[config.mk]
export PLATFORM = sky130hd
export DESIGN_NAME = rcu_pll_seq
export DESIGN_NICKNAME = d
export VERILOG_FILES = /design/src/rtl/rcu_pll_seq.sv
export SDC_FILE = /design/constraint.sdc
export NUM_CORES = 1
export LEC_CHECK = 0
export BUFFER_PORTS_ARGS = -buffer_cell sky130_fd_sc_hd__buf_2
export CORE_MARGIN = 2
export CORE_UTILIZATION = 45
export DETAILED_ROUTE_END_ITERATION = 7
export PLACE_DENSITY_LB_ADDON = 0.25
export SKIP_LAST_GASP = 1
export SYNTH_ARGS = -nofsm -noshare
export SYNTH_HDL_FRONTEND = slang
export SYNTH_SLANG_ARGS = --single-unit
[constraint.sdc]
create_clock -name clk_i -period 5.1 [get_ports clk_i]
set_input_delay 0.255 -clock clk_i [delete_from_list [all_inputs] [get_ports clk_i]]
set_output_delay 0.255 -clock clk_i [all_outputs]
set_load 0.01 [all_outputs]
[src/rtl/rcu_pll_seq.sv]
// Purpose : RCU PLL sequencer. Powers the PLL, qualifies lock, then moves the core/HF
//           clock mux between bypass (LFOSC) and PLL with a gate -> switch -> ungate
//           sequence. The PLL-domain reset is held throughout the switch.
// Latency : all outputs registered; one reference-clock cycle per state step.
//           Lock is seen 2 cycles late through the synchronizer.
// Backpressure: none. pll_req_i is a level. It is sampled only in IDLE, WAIT_LOCK and RUN.
// Ports   : clk_i/rst_i (async active-high); pll_req_i, pll_lock_i (async), err_clr_i;
//           pll_en_o, clk_gate_en_o, clk_sel_o, dom_rst_o, busy_o, run_o, err_o,
//           state_o[2:0].
// Option  : RCU_PLL_SEQ_RETRY_EN. When defined, a lock timeout drops the PLL enable
//           and retries, with up to 4 attempts in total. Only the last timeout goes
//           to FAIL.
module rcu_pll_seq #(
    parameter int LOCK_TIMEOUT = 4096,
    parameter int STABLE_CNT   = 16,
    parameter int GATE_DLY     = 4,
    parameter int CNT_WIDTH    = $clog2(LOCK_TIMEOUT + 1)
) (
    input  logic       clk_i,
    input  logic       rst_i,
    input  logic       pll_req_i,
    input  logic       pll_lock_i,
    input  logic       err_clr_i,
    output logic       pll_en_o,
    output logic       clk_gate_en_o,
    output logic       clk_sel_o,
    output logic       dom_rst_o,
    output logic       busy_o,
    output logic       run_o,
    output logic       err_o,
    output logic [2:0] state_o
);

    typedef enum logic [2:0] {
        ST_IDLE      = 3'd0,
        ST_PLL_ON    = 3'd1,
        ST_WAIT_LOCK = 3'd2,
        ST_GATE_OFF  = 3'd3,
        ST_SWITCH    = 3'd4,
        ST_GATE_ON   = 3'd5,
        ST_RUN       = 3'd6,
        ST_FAIL      = 3'd7
    } state_e;

    localparam logic [CNT_WIDTH-1:0] TMO_MAX = CNT_WIDTH'(LOCK_TIMEOUT);
    localparam logic [CNT_WIDTH-1:0] STB_MAX = CNT_WIDTH'(STABLE_CNT);
    localparam logic [CNT_WIDTH-1:0] DLY_MAX = CNT_WIDTH'(GATE_DLY);

    function automatic logic [CNT_WIDTH-1:0] sat_inc(input logic [CNT_WIDTH-1:0] v);
        return (&v) ? v : v + 1'b1;
    endfunction

    state_e               state_q, state_d;
    logic [1:0]           lock_sync_q, lock_sync_d;
    logic                 tgt_q, tgt_d;
    logic [CNT_WIDTH-1:0] tmo_q, tmo_d, stb_q, stb_d, dly_q, dly_d;
    logic [CNT_WIDTH-1:0] tmo_inc, stb_inc, dly_inc;
    logic                 pll_en_q, pll_en_d;
    logic                 gate_en_q, gate_en_d;
    logic                 clk_sel_q, clk_sel_d;
    logic                 dom_rst_q, dom_rst_d;
    logic                 busy_q, busy_d;
    logic                 run_q, run_d;
    logic                 err_q, err_d;
    logic                 err_set;
    logic                 lock_s;
`ifdef RCU_PLL_SEQ_RETRY_EN
    logic [1:0]           retry_q, retry_d;
    logic                 drop_q, drop_d;   // PLL_ON is in its enable-low retry gap
`endif

    assign lock_s = lock_sync_q[1];

    always_comb begin
        lock_sync_d = {lock_sync_q[0], pll_lock_i};
        state_d     = state_q;
        tgt_d       = tgt_q;
        tmo_d       = tmo_q;
        stb_d       = stb_q;
        dly_d       = dly_q;
        clk_sel_d   = clk_sel_q;
        err_set     = 1'b0;
        tmo_inc     = sat_inc(tmo_q);
        stb_inc     = sat_inc(stb_q);
        dly_inc     = sat_inc(dly_q);
`ifdef RCU_PLL_SEQ_RETRY_EN
        retry_d     = retry_q;
        drop_d      = drop_q;
`endif
        case (state_q)
            ST_IDLE: begin
`ifdef RCU_PLL_SEQ_RETRY_EN
                retry_d = 2'd0;
`endif
                if (pll_req_i && !err_q) begin
                    state_d = ST_PLL_ON;
                    tgt_d   = 1'b1;
                end
            end
            ST_PLL_ON: begin
`ifdef RCU_PLL_SEQ_RETRY_EN
                if (drop_q) begin
                    // Hold the enable low for GATE_DLY cycles. Then spend one
                    // normal PLL_ON cycle with the enable high.
                    dly_d = dly_inc;
                    if (dly_inc == DLY_MAX) begin
                        drop_d = 1'b0;
                        dly_d  = '0;
                    end
                end else
`endif
                begin
                    tmo_d   = '0;
                    stb_d   = '0;
                    dly_d   = '0;
                    state_d = ST_WAIT_LOCK;
                end
            end
            ST_WAIT_LOCK: begin
                tmo_d = tmo_inc;
                stb_d = lock_s ? stb_inc : '0;
                // A dropped request wins over both lock qualification and timeout.
                if (!pll_req_i) begin
                    state_d = ST_IDLE;
                end else if (stb_d == STB_MAX) begin
                    state_d = ST_GATE_OFF;
                    dly_d   = '0;
                end else if (tmo_d == TMO_MAX) begin
`ifdef RCU_PLL_SEQ_RETRY_EN
                    if (retry_q != 2'd3) begin
                        retry_d = retry_q + 2'd1;
                        drop_d  = 1'b1;
                        dly_d   = '0;
                        state_d = ST_PLL_ON;
                    end else
`endif
                    begin
                        state_d = ST_FAIL;
                        err_set = 1'b1;
                    end
                end
            end
            ST_GATE_OFF: begin
                dly_d = dly_inc;
                if (dly_inc == DLY_MAX) begin
                    dly_d     = '0;
                    state_d   = ST_SWITCH;
                    // The gate is already low and stays low through SWITCH.
                    clk_sel_d = tgt_q;
                end
            end
            ST_SWITCH: begin
                dly_d = dly_inc;
                if (dly_inc == DLY_MAX) begin
                    dly_d   = '0;
                    state_d = ST_GATE_ON;
                end
            end
            ST_GATE_ON: begin
                dly_d = dly_inc;
                if (dly_inc == DLY_MAX) begin
                    dly_d   = '0;
                    state_d = tgt_q ? ST_RUN : ST_IDLE;
                end
            end
            ST_RUN: begin
                // Loss of lock wins over a bypass request.
                if (!lock_s) begin
                    err_set = 1'b1;
                    tgt_d   = 1'b0;
                    dly_d   = '0;
                    state_d = ST_GATE_OFF;
                end else if (!pll_req_i) begin
                    tgt_d   = 1'b0;
                    dly_d   = '0;
                    state_d = ST_GATE_OFF;
                end
            end
            ST_FAIL:  state_d = ST_IDLE;
            default:  state_d = ST_IDLE;
        endcase

        err_d     = err_set | (err_q & ~err_clr_i);

        // Outputs are decoded from the next state so that each registered output
        // lines up with state_o.
        pll_en_d  = !(state_d inside {ST_IDLE, ST_FAIL});
`ifdef RCU_PLL_SEQ_RETRY_EN
        pll_en_d  = pll_en_d & ~drop_d;
`endif
        gate_en_d = !(state_d inside {ST_GATE_OFF, ST_SWITCH});
        dom_rst_d = state_d inside {ST_GATE_OFF, ST_SWITCH, ST_GATE_ON};
        busy_d    = !(state_d inside {ST_IDLE, ST_RUN});
        run_d     = (state_d == ST_RUN);
    end

    always_ff @(posedge clk_i or posedge rst_i) begin
        if (rst_i) begin
            state_q     <= ST_IDLE;
            lock_sync_q <= 2'b00;
            tgt_q       <= 1'b0;
            tmo_q       <= '0;
            stb_q       <= '0;
            dly_q       <= '0;
            pll_en_q    <= 1'b0;
            gate_en_q   <= 1'b1;
            clk_sel_q   <= 1'b0;
            dom_rst_q   <= 1'b0;
            busy_q      <= 1'b0;
            run_q       <= 1'b0;
            err_q       <= 1'b0;
`ifdef RCU_PLL_SEQ_RETRY_EN
            retry_q     <= 2'd0;
            drop_q      <= 1'b0;
`endif
        end else begin
            state_q     <= state_d;
            lock_sync_q <= lock_sync_d;
            tgt_q       <= tgt_d;
            tmo_q       <= tmo_d;
            stb_q       <= stb_d;
            dly_q       <= dly_d;
            pll_en_q    <= pll_en_d;
            gate_en_q   <= gate_en_d;
            clk_sel_q   <= clk_sel_d;
            dom_rst_q   <= dom_rst_d;
            busy_q      <= busy_d;
            run_q       <= run_d;
            err_q       <= err_d;
`ifdef RCU_PLL_SEQ_RETRY_EN
            retry_q     <= retry_d;
            drop_q      <= drop_d;
`endif
        end
    end

    assign pll_en_o      = pll_en_q;
    assign clk_gate_en_o = gate_en_q;
    assign clk_sel_o     = clk_sel_q;
    assign dom_rst_o     = dom_rst_q;
    assign busy_o        = busy_q;
    assign run_o         = run_q;
    assign err_o         = err_q;
    assign state_o       = state_q;

endmodule

==> impl_metrics.json, run 1 <==
{
  "cp-start-kind": "flip-flop",
  "grt_pass1_wl_mm": 14.4,
  "fp-row-count": 32,
  "min_path_type": "in2reg",
  "first_global_vias": 2962,
  "min_period_ps": 3540,
  "ys_top_cells_by_area": "dfrtp_1, o21ai_0, nand2_1",
  "busiest_layer": "met2",
  "cts.clk_slew.worst_paths_ps": 110,
  "clock_skew_ps": 12.7,
  "timing.rr.end": "dly_q[1]",
  "die_area_um2": 8770,
  "synth-seq-area-share": 0.360,
  "finalSetupViolCount": 0,
  "num_vias": 3391,
  "path_max_fanout": 16,
  "ff2ff_path_depth": 8,
  "die_x_um": 93.7,
  "wire_per_inst_um": 16.3,
  "r2r_slack_ps": 1560,
  "numPlacedInstances": 526,
  "fmax_mhz": 283,
  "grt_overflow_total": 0,
  "drtIter0Drc": 338,
  "cts_max_level": 2,
  "met1_usage": 0.294,
  "firstDrtPassIters": 4,
  "clock_latency_ps": 320,
  "synth_most_common_cell": "nand2_1",
  "postCtsSetupBuffers": 0,
  "tritoncts": "yes",
  "synth.net_count": 450,
  "synthFlopType": "dfrtp_1",
  "ys_ff_latch": 52,
  "relSlewSlack": 0.194,
  "synth_area_leader_cell": "dfrtp_1",
  "cts_root_buf": "clkbuf_8",
  "numCtsBuffers": 5,
  "ant_nets": 0,
  "synth_cell_types": 65,
  "clock_sinks": 52,
  "hold_end": "lock_sync_q[0]",
  "min_path_cells": 1,
  "insertedDiodeCount": 0,
  "viasPerCell": 6.35,
  "power.total_uw": 1270,
  "final_max_slew_viol_count": 0,
  "powerDensity_nw_per_um2": 337,
  "drt_wl_total_mm": 8.70,
  "grt_max_degree": 53,
  "grt_use_total": 0.205,
  "crit_required_ps": 5340,
  "netlist.area_leader.share": 0.353,
  "hold_buffers": 0,
  "core_um2": 7770,
  "die_h_um": 93.7,
  "cts_resized": 0,
  "finalHoldViolations": 0,
  "grt_util_met2": 0.324,
  "antenna_found_initial": 0,
  "fin_tns_setup_ps": 0,
  "worstSetupEndpointType": "flip-flop",
  "gp_congestion": 0.932,
  "arrival_ps": 3770,
  "avgSynthCellArea_um2": 8.19,
  "r2r-start": "dly_q[0]",
  "io_buffers": 14,
  "cts.path.max_buffers": 2,
  "worstSetupPathType": "reg2reg",
  "drc": 0,
  "ios": 15,
  "drive_above_1_share": 0.0972,
  "post-route-util": 0.486,
  "ys_warn_count": 0,
  "async_flop_share": 1.00,
  "detailed_place_hpwl_mm": 6.01,
  "timing.final.crit_share": 0.694,
  "hp-start": "pll_lock_i",
  "cap_viol_max_count": 0,
  "worst_slew_pin_slew_ps": 1210,
  "start_util": 0.466,
  "synth_area_um2": 3620,
  "fill_cells": 792,
  "instances_no_fill": 534,
  "timing.final.ws_setup_ps": 1560,
  "use_met3": 0.0201,
  "netlist_instances": 442,
  "rsz0062_at_grt": "false",
  "ir_worst_vdd_v": 0.000252,
  "synth_edf_count": 0,
  "status": "finished clean",
  "pre_cts_ws_ps": 1680,
  "p_leak_uw": 0.00157,
  "nNetsFinal": 439,
  "ys_top_cells_by_count": "nand2_1, dfrtp_1, o21ai_0",
  "area_growth_syn_to_layout_pct": 4.29
}
==> final cells by class <==
type / count / area, um2 / area share
clock buffer: 5 / 68.8 / 0.0182
clock inverter: 3 / 25.0 / 0.00663
inverter: 14 / 52.6 / 0.0139
multi-input combinational: 343 / 2120 / 0.562
sequential: 52 / 1300 / 0.345
tap: 102 / 128 / 0.0338
timing repair buffer: 15 / 77.6 / 0.0206
==> kinds of logic after synthesis <==
kind of cell,after synthesis,synth area share
fa+ha+maj,3,0.0104
simple gates,182,0.271
xor+xnor,6,0.0145
mux,8,0.0242
compound gates,144,0.266
buf+inv,47,0.0543
flops,52,0.360
==> critical path, cell delays in order (launching register included) <==
cell and delay, ps:
dfrtp_1 550, ha_1 340, nand4_1 240, nor4_4 570
or4b_1 280, nand2_1 100, a21oi_1 940, a21oi_1 230
o22ai_1 210
==> worst max-delay path by stage <==
stage / slack [ps] / end / from / cells after the start
2_1_floorplan: 2160 / dly_q[9] / stb_q[0] / 9
3_3_place_gp: 1860 / dly_q[3] / dly_q[0] / 8
3_5_place_dp: 1680 / dly_q[1] / dly_q[0] / 8
4_1_cts: 1650 / dly_q[1] / dly_q[0] / 8
5_1_grt: 1230 / dly_q[3] / dly_q[0] / 8
6_report: 1560 / dly_q[1] / dly_q[0] / 8
==> flip-flops by register name, indices dropped and copies added (netlist names) <==
register and cells:
stb_q 13, run_o 1, state_o 3, tgt_q 1, lock_sync_q 2, err_o 1, dly_q 13, busy_o 1
clk_sel_o 1, tmo_q 13, clk_gate_en_o 1, pll_en_o 1, dom_rst_o 1
==> layer usage <==
metal | vias to the layer above | part of all wire
met5 | - | 0
met4 | 0 | 0.017
met3 | 13 | 0.030
met2 | 80 | 0.47
met1 | 1634 | 0.49
li1 | 1664 | -
==> cells in the final DEF, fill, tap and decap left out, types with 5 or more instances in the layout <==
cell / instances
a211oi_1: 6
a21o_1: 6
a21oi_1: 31
a22o_1: 6
a31oi_1: 12
and2_1: 8
and3_1: 12
and4_1: 12
buf_2: 14
clkbuf_8: 5
dfrtp_1: 51
inv_1: 12
mux2i_1: 5
nand2_1: 52
nand3_1: 17
nand4_1: 21
nor2_1: 29
nor3_1: 8
nor4_1: 5
o2111ai_1: 5
o21ai_0: 39
o31ai_1: 6
==> per-stage QoR <==
| stage | instance area, um2 | hold WS, ps |
|---|---|---|
| finish | 3770 | 38.8 |
| detailed placement | 3680 | 341 |
| floorplan | 3620 | 286 |
| global route | 3770 | 22.6 |
| global placement | 3680 | 332 |
| CTS | 3770 | 29.9 |
==> where the power goes <==
part / switching (uW) / total, uW / leakage (uW) / internal [uW]
Clock: 154 / 254 / 0.0000452 / 100
Sequential: 76.3 / 539 / 0.000701 / 463
Combinational: 317 / 479 / 0.000823 / 162
Total: 547 / 1270 / 0.00157 / 726
No activity file was read; power rests on OpenSTA's default activity.
==> run 2: changes to the inputs <==
- clock period: 5.1 -> 3.11 ns (I/O delays scaled with it)
==> run 2 against run 1 <==
  * Clock power up 63%
  * Critical endpoint is now dly_q[0]
  * First-iteration DRC count down 3.3%
  * Core utilization up 2.1 points
  * Register-to-register slack worse by 1400 ps
  * Die area unchanged
  * Hold slack better by 32 ps
  * Combinational power up 91%
  * Final area up 4.4%
  * Highest routed layer unchanged
  * Largest cell class unchanged
  * Sequential share of layout area down 1.4 points
==> impl_metrics.json, run 2 (synthesis gave the netlist of run 1 again) <==
{
  "fp-row-count": 32,
  "busiest_layer": "met2",
  "instances_no_fill": 555,
  "ios": 15,
  "gp_congestion": 0.863,
  "insertedDiodeCount": 0,
  "numPlacedInstances": 545,
  "firstDrtPassIters": 5,
  "min_path_type": "in2reg",
  "final_common_cell": "nand2_1",
  "start_util": 0.466,
  "clock_latency_ps": 320,
  "fmax_mhz": 338,
  "cts_root_buf": "clkbuf_8",
  "met1_usage": 0.302,
  "drt_wl_total_mm": 9.18,
  "fin_area_um2": 3940,
  "ir_worst_vdd_v": 0.000402,
  "clock_sinks": 52,
  "cp_slowest_cell": "or4_4",
  "min_period_ps": 2960,
  "crit_chain": "ha_1 > and3_4 > and2_4 > mux2_4 > or4_4 > or4_4 > o21a_1 > a21oi_1 > mux2i_1",
  "arrival_ps": 3160,
  "path_common_cell": "or4_4",
  "wire_per_inst_um": 16.5,
  "cts_max_level": 2,
  "min_path_cells": 2,
  "grt_overflow_total": 0,
  "worstSetupPathType": "reg2reg",
  "grt_max_degree": 53,
  "ant_nets": 0,
  "cp-start-kind": "flip-flop",
  "finalHoldViolations": 0,
  "p_leak_uw": 0.00167,
  "relSlewSlack": 0.277,
  "combPwrFrac": 0.424,
  "tritoncts": "yes",
  "finalSetupViolCount": 0,
  "cts.clk_slew.worst_paths_ps": 100,
  "use_met3": 0.0257,
  "powerDensity_nw_per_um2": 549,
  "grt_pass1_wl_mm": 15.4,
  "worstSetupEndpointType": "flip-flop",
  "r2r-start": "stb_q[1]",
  "status": "finished clean",
  "max_stage_delay_ps": 550,
  "drtIter0Drc": 327,
  "grt_util_met2": 0.355,
  "cp-startpoint": "stb_q[1]",
  "nNetsFinal": 460,
  "switchingPower_uw": 917,
  "antenna_found_initial": 0,
  "fill_cells": 758,
  "final_max_slew_viol_count": 0,
  "cap_viol_max_count": 0,
  "reg.largest.list": "dly_q: 13 flops, stb_q: 13 flops, tmo_q: 13 flops",
  "hp-start": "err_clr_i",
  "viasPerCell": 6.28,
  "place_area_um2": 3820,
  "ff2ff_path_depth": 9,
  "core_um2": 7770,
  "drive_above_1_share": 0.143,
  "clock_skew_ps": 12.3,
  "clkPwrFrac": 0.191,
  "num_vias": 3486,
  "numCtsBuffers": 5,
  "die_h_um": 93.7,
  "worst_slew_pin_slew_ps": 1080,
  "power.internal_uw": 1250,
  "fin_tns_setup_ps": 0,
  "detailed_place_hpwl_mm": 6.44,
  "swShare": 0.424,
  "die_area_um2": 8770,
  "area_growth_syn_to_layout_pct": 8.89,
  "path_max_fanout": 5,
  "final_cell_mix": "nand2_1, dfrtp_1, o21ai_0",
  "drc": 0,
  "crit_required_ps": 3310,
  "grt_use_total": 0.217,
  "die_x_um": 93.7,
  "io_buffers": 14,
  "first_global_vias": 3237,
  "seqPwrFrac": 0.386,
  "cts.path.max_buffers": 2,
  "timing.final.crit_share": 0.951,
  "rsz0062_at_grt": "false"
}
==> run 2: changes by cell type in the layout (fill, tap and decap cells not counted) <==
cell	previous run	this run
buf_4	1	21
dfrtp_1	51	49
dfrtp_2	0	2
a21oi_1	31	30
a21oi_2	0	1
dlygate4sd3_1	0	1
==> run 2: layout make-up <==
type                            instances  area (um2)  share of cell area
Multi-Input combinational cell        343        2120               0.539
Inverter                               14        52.6              0.0133
Clock buffer                            5        68.8              0.0175
Clock inverter                          3        25.0             0.00635
Timing Repair Buffer                   36         238              0.0603
Tap cell                              102         128              0.0324
Sequential cell                        52        1310               0.331
==> run 2: critical path: cells and delay by family, from the launching register on <==
kind                     cells  cell delay, ps
AO/OA/AOI/OAI                2             380
AND/OR/NAND/NOR              4            1450
multiplexers                 2             390
adder cells (fa/ha/maj)      1             210
flip-flops                   1             420
==> run 2: timing repair <==
action                     in CTS  in global routing
hold endpoints to repair        1                  0
hold buffers                    1                  0
setup buffers                   0                  1
setup endpoints to repair       0                 11
resized for setup               0                  3
==> run 2: layer usage <==
layer	part of all wire	wire length [um]	vias to the layer above
met2	0.47	4360	104
met1	0.47	4340	1677
met3	0.036	333	15
li1	-	-	1690
met5	0	0	-
met4	0.016	144	0
==> run 2: through the flow <==
| stage | utilization | power [uW] | setup WS, ps | hold slack [ps] |
|---|---|---|---|---|
| after global placement | 0.492 | 1720 | 180 | 267 |
| final | 0.507 | 2160 | 152 | 71.3 |
| after global routing | 0.507 | 2320 | 11.4 | 61.0 |
| after detailed placement | 0.492 | 1750 | 144 | 266 |
| after CTS | 0.505 | 2170 | 119 | 47.7 |
| after floorplan | - | 1460 | 171 | 187 |
==> run 2: power by group through the flow <==
stage                     registers, uW  clock network, uW  logic [uW]
after floorplan                     836                  0         627
after global placement              845                  0         879
after detailed placement            850                  0         897
after CTS                           836                431         901
after global routing                851                450        1020
final                               834                413         917
==> run 2: final timing paths <==
kind | end | slack [ps]
min | err_o | 70
max in group asynchronous | dly_q[6] | 2280
min reg2reg | lock_sync_q[1] | 370
max | dly_q[0] | 150
min in group asynchronous | err_o | 100
max reg2reg | dly_q[0] | 150
